[src/rtl/aes_pkg.sv]
// Shared AES definitions: widths, round-constant table, key-expansion FSM
// states and the word-mixing step of the AES-128 key schedule.
package aes_pkg;

  localparam int AES_KEY_W      = 128;
  localparam int AES_MAX_ROUNDS = 10;

  typedef enum logic [0:0] {
    AES_KE_IDLE   = 1'b0,
    AES_KE_EXPAND = 1'b1
  } aes_ke_state_e;

  // Round constant for round 1..10; any other index yields 0.
  function automatic logic [7:0] aes_rcon(input logic [3:0] rnd);
    logic [7:0] rc;
    case (rnd)
      4'd1:    rc = 8'h01;
      4'd2:    rc = 8'h02;
      4'd3:    rc = 8'h04;
      4'd4:    rc = 8'h08;
      4'd5:    rc = 8'h10;
      4'd6:    rc = 8'h20;
      4'd7:    rc = 8'h40;
      4'd8:    rc = 8'h80;
      4'd9:    rc = 8'h1b;
      4'd10:   rc = 8'h36;
      default: rc = 8'h00;
    endcase
    return rc;
  endfunction

  // Chains the four words of the previous round key. sub_rot is
  // SubWord(RotWord(w3)) of that key, computed by the caller's S-boxes.
  function automatic logic [AES_KEY_W-1:0] aes_next_round_key(
    input logic [AES_KEY_W-1:0] prev,
    input logic [31:0]          sub_rot,
    input logic [7:0]           rc
  );
    logic [31:0] t;
    logic [31:0] n0;
    logic [31:0] n1;
    logic [31:0] n2;
    logic [31:0] n3;
    t  = sub_rot ^ {rc, 24'h000000};
    n0 = prev[127:96] ^ t;
    n1 = prev[95:64]  ^ n0;
    n2 = prev[63:32]  ^ n1;
    n3 = prev[31:0]   ^ n2;
    return {n0, n1, n2, n3};
  endfunction

endpackage

[src/rtl/aes_key_expand_if.sv]
// Request/status/read-port bundle between the key schedule and its consumer.
interface aes_key_expand_if;
  import aes_pkg::*;

  logic [AES_KEY_W-1:0] key_in;
  logic                 start;
  logic                 busy;
  logic                 done;
  logic                 keys_valid;
  logic [3:0]           rk_idx;
  logic [AES_KEY_W-1:0] rk_out;

  modport master (
    output key_in, start, rk_idx,
    input  busy, done, keys_valid, rk_out
  );

  modport slave (
    input  key_in, start, rk_idx,
    output busy, done, keys_valid, rk_out
  );

endinterface

[src/rtl/aes_sbox.sv]
// Combinational AES forward S-box, one byte in, one byte out.
module aes_sbox (
  input  logic [7:0] in_byte,
  output logic [7:0] out_byte
);

  // Entry for input value v occupies bits [2047-8v -: 8].
  localparam logic [2047:0] SBOX_TABLE = {
    128'h637c777bf26b6fc53001672bfed7ab76,
    128'hca82c97dfa5947f0add4a2af9ca472c0,
    128'hb7fd9326363ff7cc34a5e5f171d83115,
    128'h04c723c31896059a071280e2eb27b275,
    128'h09832c1a1b6e5aa0523bd6b329e32f84,
    128'h53d100ed20fcb15b6acbbe394a4c58cf,
    128'hd0efaafb434d338545f9027f503c9fa8,
    128'h51a3408f929d38f5bcb6da2110fff3d2,
    128'hcd0c13ec5f974417c4a77e3d645d1973,
    128'h60814fdc222a908846eeb814de5e0bdb,
    128'he0323a0a4906245cc2d3ac629195e479,
    128'he7c8376d8dd54ea96c56f4ea657aae08,
    128'hba78252e1ca6b4c6e8dd741f4bbd8b8a,
    128'h703eb5664803f60e613557b986c11d9e,
    128'he1f8981169d98e949b1e87e9ce5528df,
    128'h8ca1890dbfe6426841992d0fb054bb16
  };

  logic [10:0] sel_s;

  assign sel_s    = 11'd2040 - {in_byte, 3'b000};
  assign out_byte = SBOX_TABLE[sel_s +: 8];

endmodule

[src/rtl/aes_key_expand.sv]
// AES-128 key schedule: expands one cipher key into rk[0..NUM_ROUNDS], one
// round key per clock, and serves them through a combinational read port.
module aes_key_expand
  import aes_pkg::*;
#(
  parameter int KEY_W      = AES_KEY_W,
  parameter int NUM_ROUNDS = AES_MAX_ROUNDS
) (
  input  logic             clk,
  input  logic             rst,
  aes_key_expand_if.slave  bus
);

  localparam logic [0:0] ST_IDLE   = AES_KE_IDLE;
  localparam logic [0:0] ST_EXPAND = AES_KE_EXPAND;
  localparam logic [3:0] LAST_RND  = 4'(NUM_ROUNDS);

  logic [0:0]       state_r;
  logic [3:0]       rnd_r;
  logic             busy_r;
  logic             done_r;
  logic             keys_valid_r;
  logic [KEY_W-1:0] last_rk_r;
  logic [KEY_W-1:0] rk_r [0:NUM_ROUNDS];

  logic [31:0]      rot_s;
  logic [31:0]      sub_s;
  logic [KEY_W-1:0] next_rk_s;
  logic [KEY_W-1:0] rk_rd_s;

  // RotWord of the last word of the most recently written round key.
  assign rot_s = {last_rk_r[23:0], last_rk_r[31:24]};

  for (genvar b = 0; b < 4; b++) begin : g_subword
    aes_sbox u_sbox (
      .in_byte  (rot_s[8*b +: 8]),
      .out_byte (sub_s[8*b +: 8])
    );
  end

  assign next_rk_s = aes_next_round_key(last_rk_r, sub_s, aes_rcon(rnd_r));

  // Expansion sequencer and round-key register file.
  always_ff @(posedge clk) begin
    if (rst) begin
      state_r      <= ST_IDLE;
      rnd_r        <= 4'd0;
      busy_r       <= 1'b0;
      done_r       <= 1'b0;
      keys_valid_r <= 1'b0;
      last_rk_r    <= {KEY_W{1'b0}};
      for (int i = 0; i <= NUM_ROUNDS; i++) begin
        rk_r[i] <= {KEY_W{1'b0}};
      end
    end else begin
      done_r <= 1'b0;
      case (state_r)
        ST_IDLE: begin
          if (bus.start) begin
            rk_r[0]      <= bus.key_in;
            last_rk_r    <= bus.key_in;
            rnd_r        <= 4'd1;
            keys_valid_r <= 1'b0;
            busy_r       <= 1'b1;
            state_r      <= ST_EXPAND;
          end else begin
            state_r <= ST_IDLE;
          end
        end
        ST_EXPAND: begin
          // start is deliberately not looked at here: a running expansion
          // always finishes on the key it was started with.
          for (int i = 1; i <= NUM_ROUNDS; i++) begin
            if (rnd_r == 4'(i)) begin
              rk_r[i] <= next_rk_s;
            end
          end
          last_rk_r <= next_rk_s;
          rnd_r     <= rnd_r + 4'd1;
          if (rnd_r == LAST_RND) begin
            busy_r       <= 1'b0;
            keys_valid_r <= 1'b1;
            done_r       <= 1'b1;
            state_r      <= ST_IDLE;
          end else begin
            state_r <= ST_EXPAND;
          end
        end
        default: begin
          busy_r       <= 1'b0;
          keys_valid_r <= 1'b0;
          state_r      <= ST_IDLE;
        end
      endcase
    end
  end

  // Indexed read; indices beyond the schedule select nothing and read 0.
  always_comb begin
    rk_rd_s = {KEY_W{1'b0}};
    for (int i = 0; i <= NUM_ROUNDS; i++) begin
      rk_rd_s = rk_rd_s | ((bus.rk_idx == 4'(i)) ? rk_r[i] : {KEY_W{1'b0}});
    end
  end

  assign bus.busy       = busy_r;
  assign bus.done       = done_r;
  assign bus.keys_valid = keys_valid_r;
  assign bus.rk_out     = rk_rd_s;

endmodule
[src/flat_wrapper.sv]
// flat-port wrapper written by rule: the top's interface ports become plain ports
module aes_key_expand_flat import aes_pkg::*;
#(
  parameter int KEY_W      = AES_KEY_W,
  parameter int NUM_ROUNDS = AES_MAX_ROUNDS
)
  (clk, rst, bus_key_in, bus_start, bus_rk_idx, bus_busy, bus_done, bus_keys_valid, bus_rk_out);
  aes_key_expand_if bus_i ();
  input  logic clk;
  input  logic rst;
  input wire logic [$bits(bus_i.key_in)-1:0] bus_key_in;
  input wire logic [$bits(bus_i.start)-1:0] bus_start;
  input wire logic [$bits(bus_i.rk_idx)-1:0] bus_rk_idx;
  output wire logic [$bits(bus_i.busy)-1:0] bus_busy;
  output wire logic [$bits(bus_i.done)-1:0] bus_done;
  output wire logic [$bits(bus_i.keys_valid)-1:0] bus_keys_valid;
  output wire logic [$bits(bus_i.rk_out)-1:0] bus_rk_out;
  assign bus_i.key_in = bus_key_in;
  assign bus_i.start = bus_start;
  assign bus_i.rk_idx = bus_rk_idx;
  assign bus_busy = bus_i.busy;
  assign bus_done = bus_i.done;
  assign bus_keys_valid = bus_i.keys_valid;
  assign bus_rk_out = bus_i.rk_out;
  aes_key_expand #(.KEY_W(KEY_W), .NUM_ROUNDS(NUM_ROUNDS)) u_core (.clk(clk), .rst(rst), .bus(bus_i));
endmodule
[config.mk]
export PLATFORM = sky130hd
export DESIGN_NAME = aes_key_expand_flat
export DESIGN_NICKNAME = d
export VERILOG_FILES = /design/src/rtl/aes_pkg.sv /design/src/rtl/aes_key_expand_if.sv /design/src/rtl/aes_sbox.sv /design/src/rtl/aes_key_expand.sv /design/src/flat_wrapper.sv
export SDC_FILE = /design/constraint.sdc
export NUM_CORES = 2
export LEC_CHECK = 0
export CAP_MARGIN = 20
export CORE_MARGIN = 2
export CORE_UTILIZATION = 50
export CTS_CLUSTER_DIAMETER = 100
export DETAILED_ROUTE_END_ITERATION = 8
export MAX_ROUTING_LAYER = met4
export PLACE_DENSITY_LB_ADDON = 0.25
export SETUP_SLACK_MARGIN = 0.1
export SYNTH_ARGS = -nofsm -noshare
export SYNTH_HDL_FRONTEND = slang
export SYNTH_SLANG_ARGS = --single-unit
[constraint.sdc]
create_clock -name clk -period 8.71 [get_ports clk]
set_input_delay 0.871 -clock clk [delete_from_list [all_inputs] [get_ports clk]]
set_output_delay 0.871 -clock clk [all_outputs]
set_load 0.01 [all_outputs]
==> qor_table.md <==
| Item | Reported |
|---|---|
| Total gr overflow | 0 |
| Most common library cell in the layout ignoring fill and taps | nor2_1 |
| H-tree lvl count | 4 |
| RSZ-0062 raised after global routing | no |
| First DRT Iteration DRCs | 13,170 |
| Root buffer selected by CTS | clkbuf_16 |
| Post-synthesis cell area | 79,820 µm² |
| Die H | 403.6 µm |
| Worst-skew pair later-pin latency | 850 ps |
| Setup ws final | 2691 ps |
| Share of the cycle needed by the critical path after routing | 69.10% |
| Main synth FF type | edfxtp_1 |
| Area enclosed by the die boundary | 162,900 µm² |
| Via count of the first global-routing pass | 63,650 |
| Standard cell area after detailed placement | 83,810 µm² |
| Detailed-router iteration count before antenna repair | 9 |
| Post-synthesis net count | 7,548 |
| Pwr Density | 370.3 nW/µm² |
| Fin nets | 7,389 |
| Max-Slew Margin vs Limit | 15.56% |
| Worst-path fanout max | 23 |
| Post-layout util | 56.34% |
| Clock skew after layout | 68.37 ps |
| Proportion of synthesized flip-flops having asynchronous set or reset | 0% |
| Worst Path Required | 9210 ps |
| Detailed-route via count | 68,210 |
| Number of sinks on the clock net | 1,552 |
| PnR Total Power | 33,040 µW |
| Total number of placement rows | 146 |
| Largest net degree at the start of global routing | 113 |
| Static leakage | 0.03216 µW |
| Mean Syn Cell Area | 10.87 µm² |
| Kind of start point of the critical path | flop |
| Setup fix buffers added after clock tree synthesis | 0 |
| Std-Cell Core Area | 158,400 µm² |
| Starting density of the core | 50.40% |
| Fin. Hold Viols | 0 |
| Critical Path AT | 6520 ps |
| Routed vias/inst | 7.230 |
| Leading cell types in the layout, fill and taps excluded | nor2_1, edfxtp_1, nand2_1, clkdlybuf4s50_1, a22oi_1 |
| Number of setup violations in the final report | 0 |
| Io pins | 266 |
| IR drop worst, VDD | 0.2707 mV |
| Kind of path behind the tightest hold check | reg2reg |
| Number of nets with antenna violations after detailed routing | 0 |
| Number of pins with negative max-slew slack in the final report | 0 |
| Wire length of the first global-routing pass | 487,300 µm |
| Hold-fix buffers, CTS | 0 |
| Number of cell instances on the worst register-to-register path | 11 |
| Sequential cell area in the final layout | 45,200 µm² |
| Antenna violations before repair | 35 |
| Post-detailed-placement half-perimeter wirelength | 211,100 µm |
| TritonCTS clock tree | built |
| Area taken by multi-input logic gates | 31,390 µm² |
| Count of synthesis-stage warnings from yosys | 0 |
| Clock Path Buffers | 3 |
| Worst Setup End Kind | flop |
| Count of flip-flops with a built-in enable after synthesis | 1,408 |
| Cell depth of the worst min-delay path | 2 |
| DRC viols | 0 |
| Final critical delay including setup and external delays | 6019 ps |
| Mapped Cells | 7,345 |
| Fillers | 13,330 |
| Finished Cell Area | 89,230 µm² |
| Unique cell type count in the Yosys netlist | 110 |
| Fmax achieved | 166.2 MHz |
| Number of CTS-inserted buffers | 162 |
| Post-cts repair resize count | 0 |
| Status | finished, final reports clean |
| Fraction of final layout cells with drive strength greater than 1 | 9.106% |
| Global router's overall resource usage | 43.16% |
| Sequential fraction of the synthesis area | 56.58% |
| Number of maximum-capacitance constraint violations | 0 |
| Average detailed-routed wire length per instance | 37.12 µm |
| Final GP Congestion | 1.048 |
| Worst slack, placed | 3069 ps |
| Reg clk slew, reported paths | 60 ps |
| Tightest Pin Transition | 1267 ps |
| Horizontal die dimension | 403.6 µm |
| Count of input and output buffers | 265 |
| FF-to-FF setup slack | 2690 ps |
| Area grow syn2layout | 11.78% |
| Critical Setup Path Class | reg2reg |
| FF+latch count, synth | 1,552 |
| Final total negative setup slack | 0 ps |
| Routed WL | 350,300 µm |
## synth_stat cells, types with 33 or more instances
cell type / number / area [µm²]
a211o_1: 33 / 289.0
a211oi_1: 82 / 615.6
a21o_1: 45 / 337.8
a21oi_1: 208 / 1041
a221oi_1: 177 / 1550
a222oi_1: 133 / 1331
a22o_1: 155 / 1358
a22oi_1: 259 / 1944
a311oi_1: 41 / 359.1
a31oi_1: 104 / 650.6
and2_1: 33 / 206.5
and3_1: 198 / 1239
and4_1: 40 / 350.3
buf_1: 61 / 229.0
buf_2: 139 / 695.7
clkbuf_1: 528 / 1982
dfxtp_1: 144 / 2883
edfxtp_1: 1408 / 42280
ha_1: 68 / 850.8
inv_1: 103 / 386.6
mux2i_1: 42 / 420.4
mux4_2: 39 / 878.3
nand2_1: 304 / 1141
nand2b_1: 122 / 763.2
nand3_1: 179 / 895.9
nor2_1: 1446 / 5428
nor2b_1: 104 / 650.6
nor3_1: 103 / 515.5
o211ai_1: 48 / 360.4
o21ai_0: 224 / 1121
or2_2: 51 / 319.1
or3_1: 49 / 306.5
xnor2_1: 75 / 656.9
xor2_1: 34 / 297.8
## sequential cells by signal, indices dropped and copies added, names as in the netlist, named ones only
name / flops
u_core.rnd_r: 4
u_core.bus.done: 1
u_core.bus.busy: 1
u_core.state_r: 1
u_core.bus.keys_valid: 1
u_core.rk_r: 1408
u_core.last_rk_r: 128
## kinds of logic after synthesis
family          Yosys count  share of synthesized area [%]
xor+xnor                173                          2.767
fa+ha+maj                70                          1.091
buf+inv                 875                          4.508
flops                  1552                          56.58
mux                     115                          2.127
simple gates           2748                          15.88
compound gates         1812                          17.05
## critical path, cell delays in order, from the launching register on
cell      delay [ps]
dfxtp_1          340
inv_2            190
ha_1            1100
nand2b_1         410
o22ai_1          290
a211oi_1          80
a211o_1          380
a32o_1           290
nor4_2          1020
xor3_1           600
xnor2_1          830
nor2_1           120
## layer usage
layer	wire length, µm	global-route usage [%]	share of wire, %	up-vias
met5	0	-	0	-
met4	16970	18.03	4.8	0
met3	52470	12.94	15	1046
met2	151800	62.23	43	6064
met1	129000	56.76	37	33650
li1	-	-	-	27460
## final cells by class
| cell class | count | area share, % |
|---|---|---|
| Sequential cell | 1552 | 50.66 |
| Multi-Input combinational cell | 4918 | 35.18 |
| Clock buffer | 204 | 4.893 |
| Timing Repair Buffer | 435 | 4.717 |
| Tap cell | 2072 | 2.906 |
| Clock inverter | 99 | 1.038 |
| Inverter | 117 | 0.5020 |
| Antenna cell | 38 | 0.1066 |
## per-stage QoR
step,instances,hold WS [ps]
2_1_floorplan,7345,445.3
3_3_place_gp,9086,449.8
3_5_place_dp,9091,459.0
4_1_cts,9394,472.3
5_1_grt,9429,495.9
6_report,9435,470.1
## final timing paths
kind	startpoint	to
max	u_core.last_rk_r[17]	u_core.rk_r[0][537]
min	u_core.bus.busy	u_core.bus.busy
max reg2reg	u_core.last_rk_r[17]	u_core.rk_r[0][537]
min reg2reg	u_core.bus.busy	u_core.bus.busy
## power by group
part	internal, µW	switching [µW]	total, µW
Combinational	4520	11700	16200
Sequential	9170	761	9930
Clock	3810	3110	6910
Total	17500	15500	33000
Note: power is estimated with default switching activity, not from simulation.
